File: config.mk
export PLATFORM = sky130hd
export DESIGN_NAME = automata_param_monitor
export DESIGN_NICKNAME = d
export VERILOG_FILES = /design/src/rtl/automata_pkg.sv /design/src/rtl/automata_range_match.sv /design/src/rtl/automata_param_monitor.sv
export SDC_FILE = /design/constraint.sdc
export NUM_CORES = 2
export LEC_CHECK = 0
export CORE_UTILIZATION = 30
export CTS_BUF_LIST = sky130_fd_sc_hd__clkbuf_4 sky130_fd_sc_hd__clkbuf_8
export CTS_CLUSTER_DIAMETER = 100
export CTS_CLUSTER_SIZE = 8
export DETAILED_ROUTE_END_ITERATION = 16
export PLACE_DENSITY = 0.42
export SETUP_SLACK_MARGIN = 0.4
export SLEW_MARGIN = 15
export SYNTH_ARGS = -nofsm -noshare
export SYNTH_HDL_FRONTEND = slang
export SYNTH_SLANG_ARGS = --single-unit
export TNS_END_PERCENT = 20
File: constraint.sdc
create_clock -name clk -period 4.6 [get_ports clk]
set_input_delay 1.15 -clock clk [delete_from_list [all_inputs] [get_ports clk]]
set_output_delay 1.15 -clock clk [all_outputs]
set_load 0.05 [all_outputs]
File: src/rtl/automata_pkg.sv
`timescale 1ns/1ps
`default_nettype none
// ============================================================================
// Module   : automata_pkg
// Purpose  : Shared types and constants for the programmable STE-array
//            runtime monitor: config field encoding, monitor states,
//            attribute bit positions and config-word width helpers.
// Revision : 1.0  initial release
// ============================================================================
package automata_pkg;

    // Config field selector carried on cfg_field.
    typedef enum logic [1:0] {
        CFG_RANGE = 2'd0,   // lo/hi of the currently selected interval
        CFG_RSEL  = 2'd1,   // interval select for subsequent CFG_RANGE writes
        CFG_ATTR  = 2'd2,   // STE attribute bits
        CFG_ADJ   = 2'd3    // incoming-edge mask for the STE
    } cfg_field_e;

    // Monitor run state.
    typedef enum logic [1:0] {
        IDLE  = 2'd0,
        ARMED = 2'd1,
        RUN   = 2'd2
    } mon_state_e;

    // Attribute bit positions.
    localparam int ATTR_SOD = 0;   // start_of_data: may start on first symbol
    localparam int ATTR_ALL = 1;   // all_input: may start on every symbol
    localparam int ATTR_REP = 2;   // report_en
    localparam int ATTR_W   = 3;

    // Interval-select field width; at least one bit even for a single interval.
    function automatic int rsel_w(input int num_rng);
        return (num_rng > 1) ? $clog2(num_rng) : 1;
    endfunction

    // Config write-data width: wide enough for {sel, hi, lo} and an adjacency row.
    function automatic int cfg_w(input int sym_w, input int num_rng, input int num_ste);
        int w;
        w = 2 * sym_w + $clog2(num_rng) + 1;
        return (w > num_ste) ? w : num_ste;
    endfunction

endpackage : automata_pkg
`default_nettype wire

File: src/rtl/automata_range_match.sv
`timescale 1ns/1ps
`default_nettype none
// ============================================================================
// Module   : automata_range_match
// Purpose  : Compares one symbol against NUM_RNG programmable inclusive
//            intervals and ORs the results. An interval with lo > hi can
//            never hit, so it acts as an empty slot.
// Ports    : i_symbol  symbol under test
//            i_lo      packed interval lower bounds, interval k at [k*SYM_W +: SYM_W]
//            i_hi      packed interval upper bounds, same layout
//            o_match   symbol lies in at least one interval
// Revision : 1.0  initial release
// ============================================================================
module automata_range_match #(
    parameter int SYM_W   = 8,
    parameter int NUM_RNG = 2
) (
    input  logic [SYM_W-1:0]         i_symbol,
    input  logic [NUM_RNG*SYM_W-1:0] i_lo,
    input  logic [NUM_RNG*SYM_W-1:0] i_hi,
    output logic                     o_match
);

    logic [NUM_RNG-1:0] w_hit;

    genvar k;
    generate
        for (k = 0; k < NUM_RNG; k++) begin : g_rng
            assign w_hit[k] = (i_symbol >= i_lo[k*SYM_W +: SYM_W]) &&
                              (i_symbol <= i_hi[k*SYM_W +: SYM_W]);
        end
    endgenerate

    assign o_match = |w_hit;

endmodule : automata_range_match
`default_nettype wire

File: src/rtl/automata_param_monitor.sv
`timescale 1ns/1ps
`default_nettype none
// ============================================================================
// Module   : automata_param_monitor
// Purpose  : Programmable homogeneous-automaton (STE array) runtime monitor.
//            Each STE has run-time-loaded symbol intervals, attributes and an
//            adjacency row. One symbol is consumed per accept; per-STE reports
//            are registered and every non-zero report is logged with its
//            symbol index into an internal event FIFO.
// Ports    : clk, reset_n          clock, async active-low reset
//            cfg_we/ste/field/wdata config write port (IDLE only)
//            arm, stop             run control
//            drop_mode             1: drop events on full FIFO, 0: stall input
//            sym_valid/ready, symbols  symbol stream
//            report_vec, report_any    registered per-STE report
//            evt_valid/ready/data  event FIFO head, {sym_idx, report_vec}
//            overflow              sticky event-drop flag, cleared by arm
//            busy                  monitor not IDLE
// Revision : 1.0  initial release
// ============================================================================
module automata_param_monitor
    import automata_pkg::*;
#(
    parameter int NUM_STE    = 16,
    parameter int SYM_W      = 8,
    parameter int NUM_RNG    = 2,
    parameter int FIFO_DEPTH = 8,
    parameter int IDX_W      = 16,
    localparam int STE_W     = $clog2(NUM_STE),
    localparam int CFG_W     = cfg_w(SYM_W, NUM_RNG, NUM_STE),
    localparam int EVT_W     = IDX_W + NUM_STE
) (
    input  logic               clk,
    input  logic               reset_n,
    input  logic               cfg_we,
    input  logic [STE_W-1:0]   cfg_ste,
    input  logic [1:0]         cfg_field,
    input  logic [CFG_W-1:0]   cfg_wdata,
    input  logic               arm,
    input  logic               stop,
    input  logic               drop_mode,
    input  logic               sym_valid,
    output logic               sym_ready,
    input  logic [SYM_W-1:0]   symbols,
    output logic [NUM_STE-1:0] report_vec,
    output logic               report_any,
    output logic               evt_valid,
    input  logic               evt_ready,
    output logic [EVT_W-1:0]   evt_data,
    output logic               overflow,
    output logic               busy
);

    localparam int RSEL_W = rsel_w(NUM_RNG);
    localparam int PTR_W  = $clog2(FIFO_DEPTH);
    localparam int CNT_W  = PTR_W + 1;

    // ------------------------------------------------------------------
    // Configuration tables
    // ------------------------------------------------------------------
    logic [NUM_RNG*SYM_W-1:0] r_lo   [NUM_STE];
    logic [NUM_RNG*SYM_W-1:0] r_hi   [NUM_STE];
    logic [RSEL_W-1:0]        r_rsel [NUM_STE];
    logic [ATTR_W-1:0]        r_attr [NUM_STE];
    logic [NUM_STE-1:0]       r_adj  [NUM_STE];

    // ------------------------------------------------------------------
    // Run state
    // ------------------------------------------------------------------
    mon_state_e         r_state;
    logic [NUM_STE-1:0] r_active;
    logic [NUM_STE-1:0] r_report;
    logic [IDX_W-1:0]   r_idx;
    logic               r_overflow;

    // ------------------------------------------------------------------
    // Event FIFO
    // ------------------------------------------------------------------
    logic [EVT_W-1:0] r_fifo [FIFO_DEPTH];
    logic [PTR_W-1:0] r_wptr;
    logic [PTR_W-1:0] r_rptr;
    logic [CNT_W-1:0] r_count;

    logic [NUM_STE-1:0] w_match;
    logic [NUM_STE-1:0] w_active_next;
    logic [NUM_STE-1:0] w_report_next;
    logic               w_busy;
    logic               w_sod;
    logic               w_full;
    logic               w_accept;
    logic               w_pop;
    logic               w_push_req;
    logic               w_push;
    logic               w_drop;
    logic               w_cfg_unused;

    // Only some cfg_wdata bits are meaningful for any given field.
    assign w_cfg_unused = ^cfg_wdata;

    assign w_busy    = (r_state != IDLE);
    assign w_sod     = (r_state == ARMED);
    assign w_full    = (r_count == CNT_W'(FIFO_DEPTH));
    assign w_pop     = evt_valid & evt_ready;
    // In drop mode the input never stalls; otherwise stall only while the
    // FIFO is full and the collector is not popping this cycle.
    assign sym_ready = w_busy & (drop_mode | ~(w_full & ~evt_ready));
    assign w_accept  = sym_valid & sym_ready;

    assign w_push_req = w_accept & (|w_report_next);
    // A pop in the same cycle frees the slot the push needs.
    assign w_push     = w_push_req & (~w_full | w_pop);
    assign w_drop     = w_push_req & w_full & ~w_pop;

    // ------------------------------------------------------------------
    // Per-STE match and next-state
    // ------------------------------------------------------------------
    genvar i;
    generate
        for (i = 0; i < NUM_STE; i++) begin : g_ste
            automata_range_match #(
                .SYM_W   (SYM_W),
                .NUM_RNG (NUM_RNG)
            ) u_match (
                .i_symbol (symbols),
                .i_lo     (r_lo[i]),
                .i_hi     (r_hi[i]),
                .o_match  (w_match[i])
            );

            assign w_active_next[i] = w_match[i] &
                                      ((w_sod & r_attr[i][ATTR_SOD]) |
                                       r_attr[i][ATTR_ALL] |
                                       (|(r_active & r_adj[i])));
            assign w_report_next[i] = w_active_next[i] & r_attr[i][ATTR_REP];
        end
    endgenerate

    // ------------------------------------------------------------------
    // Configuration writes, honoured only while IDLE
    // ------------------------------------------------------------------
    always_ff @(posedge clk or negedge reset_n) begin
        if (!reset_n) begin
            for (int s = 0; s < NUM_STE; s++) begin
                r_lo[s]   <= '0;
                r_hi[s]   <= '0;
                r_rsel[s] <= '0;
                r_attr[s] <= '0;
                r_adj[s]  <= '0;
            end
        end else if (cfg_we && (r_state == IDLE)) begin
            case (cfg_field_e'(cfg_field))
                CFG_RANGE: begin
                    for (int k = 0; k < NUM_RNG; k++) begin
                        if (r_rsel[cfg_ste] == RSEL_W'(k)) begin
                            r_lo[cfg_ste][k*SYM_W +: SYM_W] <= cfg_wdata[SYM_W-1:0];
                            r_hi[cfg_ste][k*SYM_W +: SYM_W] <= cfg_wdata[2*SYM_W-1:SYM_W];
                        end
                    end
                end
                CFG_RSEL: r_rsel[cfg_ste] <= cfg_wdata[RSEL_W-1:0];
                CFG_ATTR: r_attr[cfg_ste] <= cfg_wdata[ATTR_W-1:0];
                CFG_ADJ:  r_adj[cfg_ste]  <= cfg_wdata[NUM_STE-1:0];
                default:  ;
            endcase
        end
    end

    // ------------------------------------------------------------------
    // Control FSM, active vector, report register and symbol index
    // ------------------------------------------------------------------
    always_ff @(posedge clk or negedge reset_n) begin
        if (!reset_n) begin
            r_state    <= IDLE;
            r_active   <= '0;
            r_report   <= '0;
            r_idx      <= '0;
            r_overflow <= 1'b0;
        end else if (stop) begin
            // stop outranks arm and any accept in the same cycle
            r_state  <= IDLE;
            r_active <= '0;
            r_report <= '0;
        end else begin
            case (r_state)
                IDLE: begin
                    if (arm) begin
                        r_state    <= ARMED;
                        r_idx      <= '0;
                        r_overflow <= 1'b0;
                    end
                end
                ARMED, RUN: begin
                    if (w_accept) begin
                        r_state  <= RUN;
                        r_active <= w_active_next;
                        r_report <= w_report_next;
                        r_idx    <= r_idx + IDX_W'(1);
                    end
                end
                default: r_state <= IDLE;
            endcase
            if (w_drop) begin
                r_overflow <= 1'b1;
            end
        end
    end

    // ------------------------------------------------------------------
    // Event FIFO: the event carries the index of the reporting symbol,
    // i.e. the index value before this accept's increment.
    // ------------------------------------------------------------------
    always_ff @(posedge clk or negedge reset_n) begin
        if (!reset_n) begin
            for (int e = 0; e < FIFO_DEPTH; e++) begin
                r_fifo[e] <= '0;
            end
            r_wptr  <= '0;
            r_rptr  <= '0;
            r_count <= '0;
        end else if (stop) begin
            r_wptr  <= '0;
            r_rptr  <= '0;
            r_count <= '0;
        end else begin
            if (w_push) begin
                r_fifo[r_wptr] <= {r_idx, w_report_next};
                r_wptr         <= r_wptr + PTR_W'(1);
            end
            if (w_pop) begin
                r_rptr <= r_rptr + PTR_W'(1);
            end
            r_count <= r_count + CNT_W'(w_push) - CNT_W'(w_pop);
        end
    end

    assign report_vec = r_report;
    assign report_any = |r_report;
    assign evt_valid  = (r_count != '0);
    assign evt_data   = r_fifo[r_rptr];
    assign overflow   = r_overflow;
    assign busy       = w_busy;

endmodule : automata_param_monitor
`default_nettype wire

==> impl_results.html <==
<table>
<tr><th>Metric</th><th>Value</th></tr>
<tr><th colspan="2">Outcome</th></tr>
<tr><td>Status</td><td>finished clean</td></tr>
<tr><th colspan="2">Logic synthesis</th></tr>
<tr><td>Synth unique cells</td><td>55</td></tr>
<tr><td>Post-synth EDFFs</td><td>0</td></tr>
<tr><td>Post-Synthesis Net Count</td><td>5,603</td></tr>
<tr><td>Predominant post-synthesis flop cell</td><td>sky130_fd_sc_hd__dfrtp_1</td></tr>
<tr><td>Area share of the largest cell type after synthesis</td><td>47.9%</td></tr>
<tr><td>Synth warn</td><td>0</td></tr>
<tr><td>Register bit count reported by yosys</td><td>1,149</td></tr>
<tr><td>Portion of the post-synthesis area used by sequential elements</td><td>47.9%</td></tr>
<tr><td>Synthesized instance count</td><td>5,038</td></tr>
<tr><td>Post-Syn Area</td><td>60,000 um^2</td></tr>
<tr><td>Average cell area after synthesis</td><td>11.9 um^2</td></tr>
<tr><td>Top area cells in the synthesized netlist</td><td>sky130_fd_sc_hd__dfrtp_1 48%, sky130_fd_sc_hd__mux2_2 13%, sky130_fd_sc_hd__ha_1 11%</td></tr>
<tr><td>Share of synthesized registers carrying an async set or reset</td><td>100%</td></tr>
<tr><td>Largest area contributor in the netlist</td><td>sky130_fd_sc_hd__dfrtp_1</td></tr>
<tr><th colspan="2">Placement</th></tr>
<tr><td>Post-DP HPWL</td><td>121 mm</td></tr>
<tr><td>Port Buf Inserts</td><td>90</td></tr>
<tr><td>Placer congestion estimate</td><td>0.766</td></tr>
<tr><th colspan="2">CTS</th></tr>
<tr><td>Level count of the clock H-tree</td><td>4</td></tr>
<tr><td>Source-to-sink clock delay at the later pin of the worst-skew pair</td><td>0.92 ns</td></tr>
<tr><td>CTS Buf Count</td><td>163</td></tr>
<tr><td>Total number of clock tree sinks</td><td>1,149</td></tr>
<tr><td>Number of buffers inserted for hold repair after clock tree synthesis</td><td>0</td></tr>
<tr><td>Maximum root-to-sink buffer count</td><td>3</td></tr>
<tr><td>Clock tree from TritonCTS</td><td>yes</td></tr>
<tr><td>CTS clk-pin slew, worst paths</td><td>0.06 ns</td></tr>
<tr><td>Clock root cell</td><td>sky130_fd_sc_hd__clkbuf_8</td></tr>
<tr><th colspan="2">Die</th></tr>
<tr><td>Die area</td><td>202,000 um^2</td></tr>
<tr><td>Core area</td><td>198,000 um^2</td></tr>
<tr><td>Effective utilization at floorplan</td><td>30.3%</td></tr>
<tr><td>Die width</td><td>449 um</td></tr>
<tr><td>Site row count</td><td>163</td></tr>
<tr><td>Die Ht</td><td>449 um</td></tr>
<tr><td>Number of primary I/O pins</td><td>93</td></tr>
<tr><th colspan="2">GRT</th></tr>
<tr><td>Initial antenna violation count</td><td>11</td></tr>
<tr><td>Global route overflow</td><td>0</td></tr>
<tr><td>GR Util All Layers</td><td>18.7%</td></tr>
<tr><td>First-pass GRT wire length</td><td>284 mm</td></tr>
<tr><td>Number of global-route vias before repair</td><td>41,900</td></tr>
<tr><td>Largest net degree at the start of global routing</td><td>99</td></tr>
<tr><th colspan="2">Worst setup path</th></tr>
<tr><td>Cells along the critical path</td><td>buf_6 &gt; clkinvlp_4 &gt; buf_12 &gt; buf_12 &gt; buf_12 &gt; ha_4 &gt; nand2b_4 &gt; a211oi_2 &gt; o21bai_2 &gt; a221oi_2 &gt; o32ai_4 &gt; and3_4 &gt; nor4_4 &gt; nand4_1 &gt; buf_4 &gt; buf_6 &gt; buf_6 &gt; buf_4 &gt; nand4_4 &gt; clkbuf_16 &gt; mux2_2</td></tr>
<tr><td>Crit path largest cell delay</td><td>0.37 ns</td></tr>
<tr><td>Worst EP required</td><td>5.39 ns</td></tr>
<tr><td>Max stage delay cell, worst path</td><td>sky130_fd_sc_hd__a221oi_2</td></tr>
<tr><td>Setup crit end kind</td><td>flip-flop</td></tr>
<tr><td>Worst setup SP type</td><td>input pin</td></tr>
<tr><td>Classification of the worst setup path</td><td>input pin to flip-flop</td></tr>
<tr><td>Crit path DAT</td><td>5.27 ns</td></tr>
<tr><td>Top delay family on crit path</td><td>buffers and inverters</td></tr>
<tr><td>Critical path buffer and inverter count</td><td>10</td></tr>
<tr><td>Maximum fanout along the worst path</td><td>8</td></tr>
<tr><th colspan="2">Timing</th></tr>
<tr><td>Final Slew Violations</td><td>0</td></tr>
<tr><td>Setup repair after global routing missed its margin</td><td>yes</td></tr>
<tr><td>Least-Margin Pin Slew</td><td>1.14 ns</td></tr>
<tr><td>Max-slew headroom at the worst pin</td><td>24.3%</td></tr>
<tr><td>Final cycle utilization of the critical path</td><td>97.3%</td></tr>
<tr><td>Setup Total Neg Slack</td><td>0 ns</td></tr>
<tr><td>Number of hold-slack violations in the final timing report</td><td>0</td></tr>
<tr><td>Setup clock skew after layout</td><td>0.0493 ns</td></tr>
<tr><td>FMAX</td><td>0.223 GHz</td></tr>
<tr><td>Final setup violating endpoints</td><td>0</td></tr>
<tr><td>Tmin final</td><td>4.48 ns</td></tr>
<tr><th colspan="2">Route</th></tr>
<tr><td>Detailed-route DRC error count</td><td>0</td></tr>
<tr><td>Via count normalized by instance count</td><td>4.94</td></tr>
<tr><td>Total Wirelength</td><td>188 mm</td></tr>
<tr><td>WL/cell</td><td>23.3 um</td></tr>
<tr><td>TritonRoute pass-1 iters</td><td>5</td></tr>
<tr><td>Number of routed nets with antenna violations</td><td>0</td></tr>
<tr><td>DR vias</td><td>39,900</td></tr>
<tr><td>Initial detailed-routing violation count</td><td>2,098</td></tr>
<tr><th colspan="2">Power</th></tr>
<tr><td>Leakage power</td><td>33.7 nW</td></tr>
<tr><td>Sequential share of power</td><td>48.7%</td></tr>
<tr><td>Internal power</td><td>16.4 mW</td></tr>
<tr><td>Sum of internal, switching and leakage power</td><td>23.4 mW</td></tr>
<tr><td>Combinational share of power</td><td>19.6%</td></tr>
<tr><td>Fraction of power consumed by the clock network</td><td>31.7%</td></tr>
<tr><td>Switching power share of the total</td><td>30.1%</td></tr>
<tr><td>Pwr/cell area</td><td>331 nW/um^2</td></tr>
<tr><td>P_sw</td><td>7.04 mW</td></tr>
<tr><td>Worst VDD drop</td><td>253 uV</td></tr>
<tr><th colspan="2">Layout</th></tr>
<tr><td>Area of the multi-input gates</td><td>29,100 um^2</td></tr>
<tr><td>Number of inserted filler cells in the final layout</td><td>19,400</td></tr>
<tr><td>Share of cells above drive strength 1</td><td>31.6%</td></tr>
<tr><td>Area used by sequential logic in the layout</td><td>28,800 um^2</td></tr>
<tr><td>Growth of design area from synthesis to finish</td><td>17.8%</td></tr>
<tr><td>Net count, final</td><td>5,979</td></tr>
<tr><th colspan="2">Job</th></tr>
<tr><td>Number of max-cap violations</td><td>0</td></tr>
<tr><th colspan="2">Worst hold path</th></tr>
<tr><td>Path category of the worst min-delay check</td><td>input pin to asynchronous set/reset pin</td></tr>
</table>
cells in the final DEF (no fill, tap or decap), types with 33 or more instances in the layout:
cell type and instances:
sky130_fd_sc_hd__a21oi_1 189, sky130_fd_sc_hd__a221oi_1 48, sky130_fd_sc_hd__a22o_1 66, sky130_fd_sc_hd__buf_12 84, sky130_fd_sc_hd__buf_4 340, sky130_fd_sc_hd__clkbuf_8 166
sky130_fd_sc_hd__clkdlybuf4s50_1 33, sky130_fd_sc_hd__dfrtp_1 1146, sky130_fd_sc_hd__ha_1 514, sky130_fd_sc_hd__inv_1 474, sky130_fd_sc_hd__mux2_2 707, sky130_fd_sc_hd__mux2_4 167
sky130_fd_sc_hd__mux4_2 69, sky130_fd_sc_hd__nand2_1 345, sky130_fd_sc_hd__nand3_1 62, sky130_fd_sc_hd__nand4_1 109, sky130_fd_sc_hd__nor2_1 93, sky130_fd_sc_hd__nor2b_1 41
sky130_fd_sc_hd__o21ai_0 272
per-stage QoR:
stage               util (%)  cells  worst slack, ns  cell area (um^2)  hold slack, ns
detailed placement      33.7   7853            -2.05             66700           0.475
CTS                     35.5   8063            0.220             70200           0.183
global route            35.7   8076           0.0687             70700           0.206
floorplan                  -   5038           -0.615             60200           0.459
finish                  35.7   8079            0.125             70700           0.224
global placement        33.7   7853            -1.98             66700           0.468
cells by family (layout without fill, tap and decap cells):
kind of cell | Yosys count | count (layout) | synth area share (%)
and+or+nand+nor | 802 | 802 | 6.62
xor gates and xnor gates | 15 | 15 | 0.219
buffers and inverters | 779 | 1175 | 5.44
AOI/OAI and AO/OA | 799 | 799 | 8.47
adders and majority gates | 525 | 525 | 11.0
DFF | 1149 | 1149 | 47.9
other | 0 | 5 | 0
muxes | 969 | 969 | 20.4
timing repair:
item,in CTS,in global routing
setup endpoints to repair,298,294
gates cloned,4,2
setup buffers,21,9
pin swaps,41,49
resized for setup,167,60
cells in the mapped netlist, drive strengths merged, types with 11 or more instances:
| cell type | instances |
|---|---|
| nor2b | 48 |
| and4 | 16 |
| clkbuf | 172 |
| a21o | 24 |
| buf | 132 |
| nand2 | 345 |
| nor4 | 11 |
| a2111oi | 17 |
| a221o | 15 |
| o211ai | 32 |
| dfrtp | 1149 |
| nand2b | 22 |
| and3 | 43 |
| a22oi | 32 |
| nor3 | 30 |
| mux4 | 69 |
| a221oi | 49 |
| a21oi | 197 |
| inv | 475 |
| o22a | 16 |
| mux2 | 899 |
| a211oi | 34 |
| o32ai | 16 |
| nand3 | 63 |
| o21ai | 274 |
| o21a | 16 |
| nand4 | 110 |
| xor2 | 11 |
| ha | 524 |
| nor2 | 99 |
| a22o | 66 |
registers in the layout, summed over array words and instances (netlist names), 3 cells and up:
signal and count:
report_vec 16, r_fifo 256, r_wptr 3, r_adj 256, r_hi 256, r_lo 256
r_active 16, r_rsel 16, r_attr 48, r_idx 16, r_count 4, r_rptr 3
power groups by stage:
stage / sequential [mW] / combinational, mW / clock [mW]
after floorplan: 11.4 / 2.68 / 0
after global placement: 11.6 / 4.24 / 0
after detailed placement: 11.6 / 4.30 / 0
after CTS: 11.4 / 4.61 / 7.77
after global routing: 11.5 / 5.17 / 8.16
final: 11.4 / 4.59 / 7.41
path summary, 6_finish.rpt:
kind                             start           to  slack [ns]  depth (start not counted)
max                         symbols[0]  r_fifo[188]        0.12                         21
min reg2reg                r_fifo[177]  r_fifo[177]        0.49                          1
min in group clk           r_fifo[177]  r_fifo[177]        0.49                          1
max reg2reg                  r_lo[104]  r_fifo[188]        0.29                         17
min                            reset_n    r_hi[175]        0.22                          1
max in group asynchronous      reset_n    r_hi[160]        3.18                          3
cell type report:
cell class	instances	share of cell area, %
multi-input combinational	3110	41.2
sequential	1149	40.7
timing repair buffer	515	7.41
tap	2640	4.67
clock buffer	169	3.26
inverter	475	2.53
clock inverter	16	0.251
antenna	5	0.0177
metal layers:
metal,GRT usage (%),routed length (um),up-vias,share of wire (%)
met5,0,0,-,0
met4,4.33,4100,0,2.2
met3,2.27,5100,229,2.7
met2,32.0,92400,507,49
met1,25.1,86800,20500,46
li1,-,-,18600,-
Power figures use the tool's default switching activity.
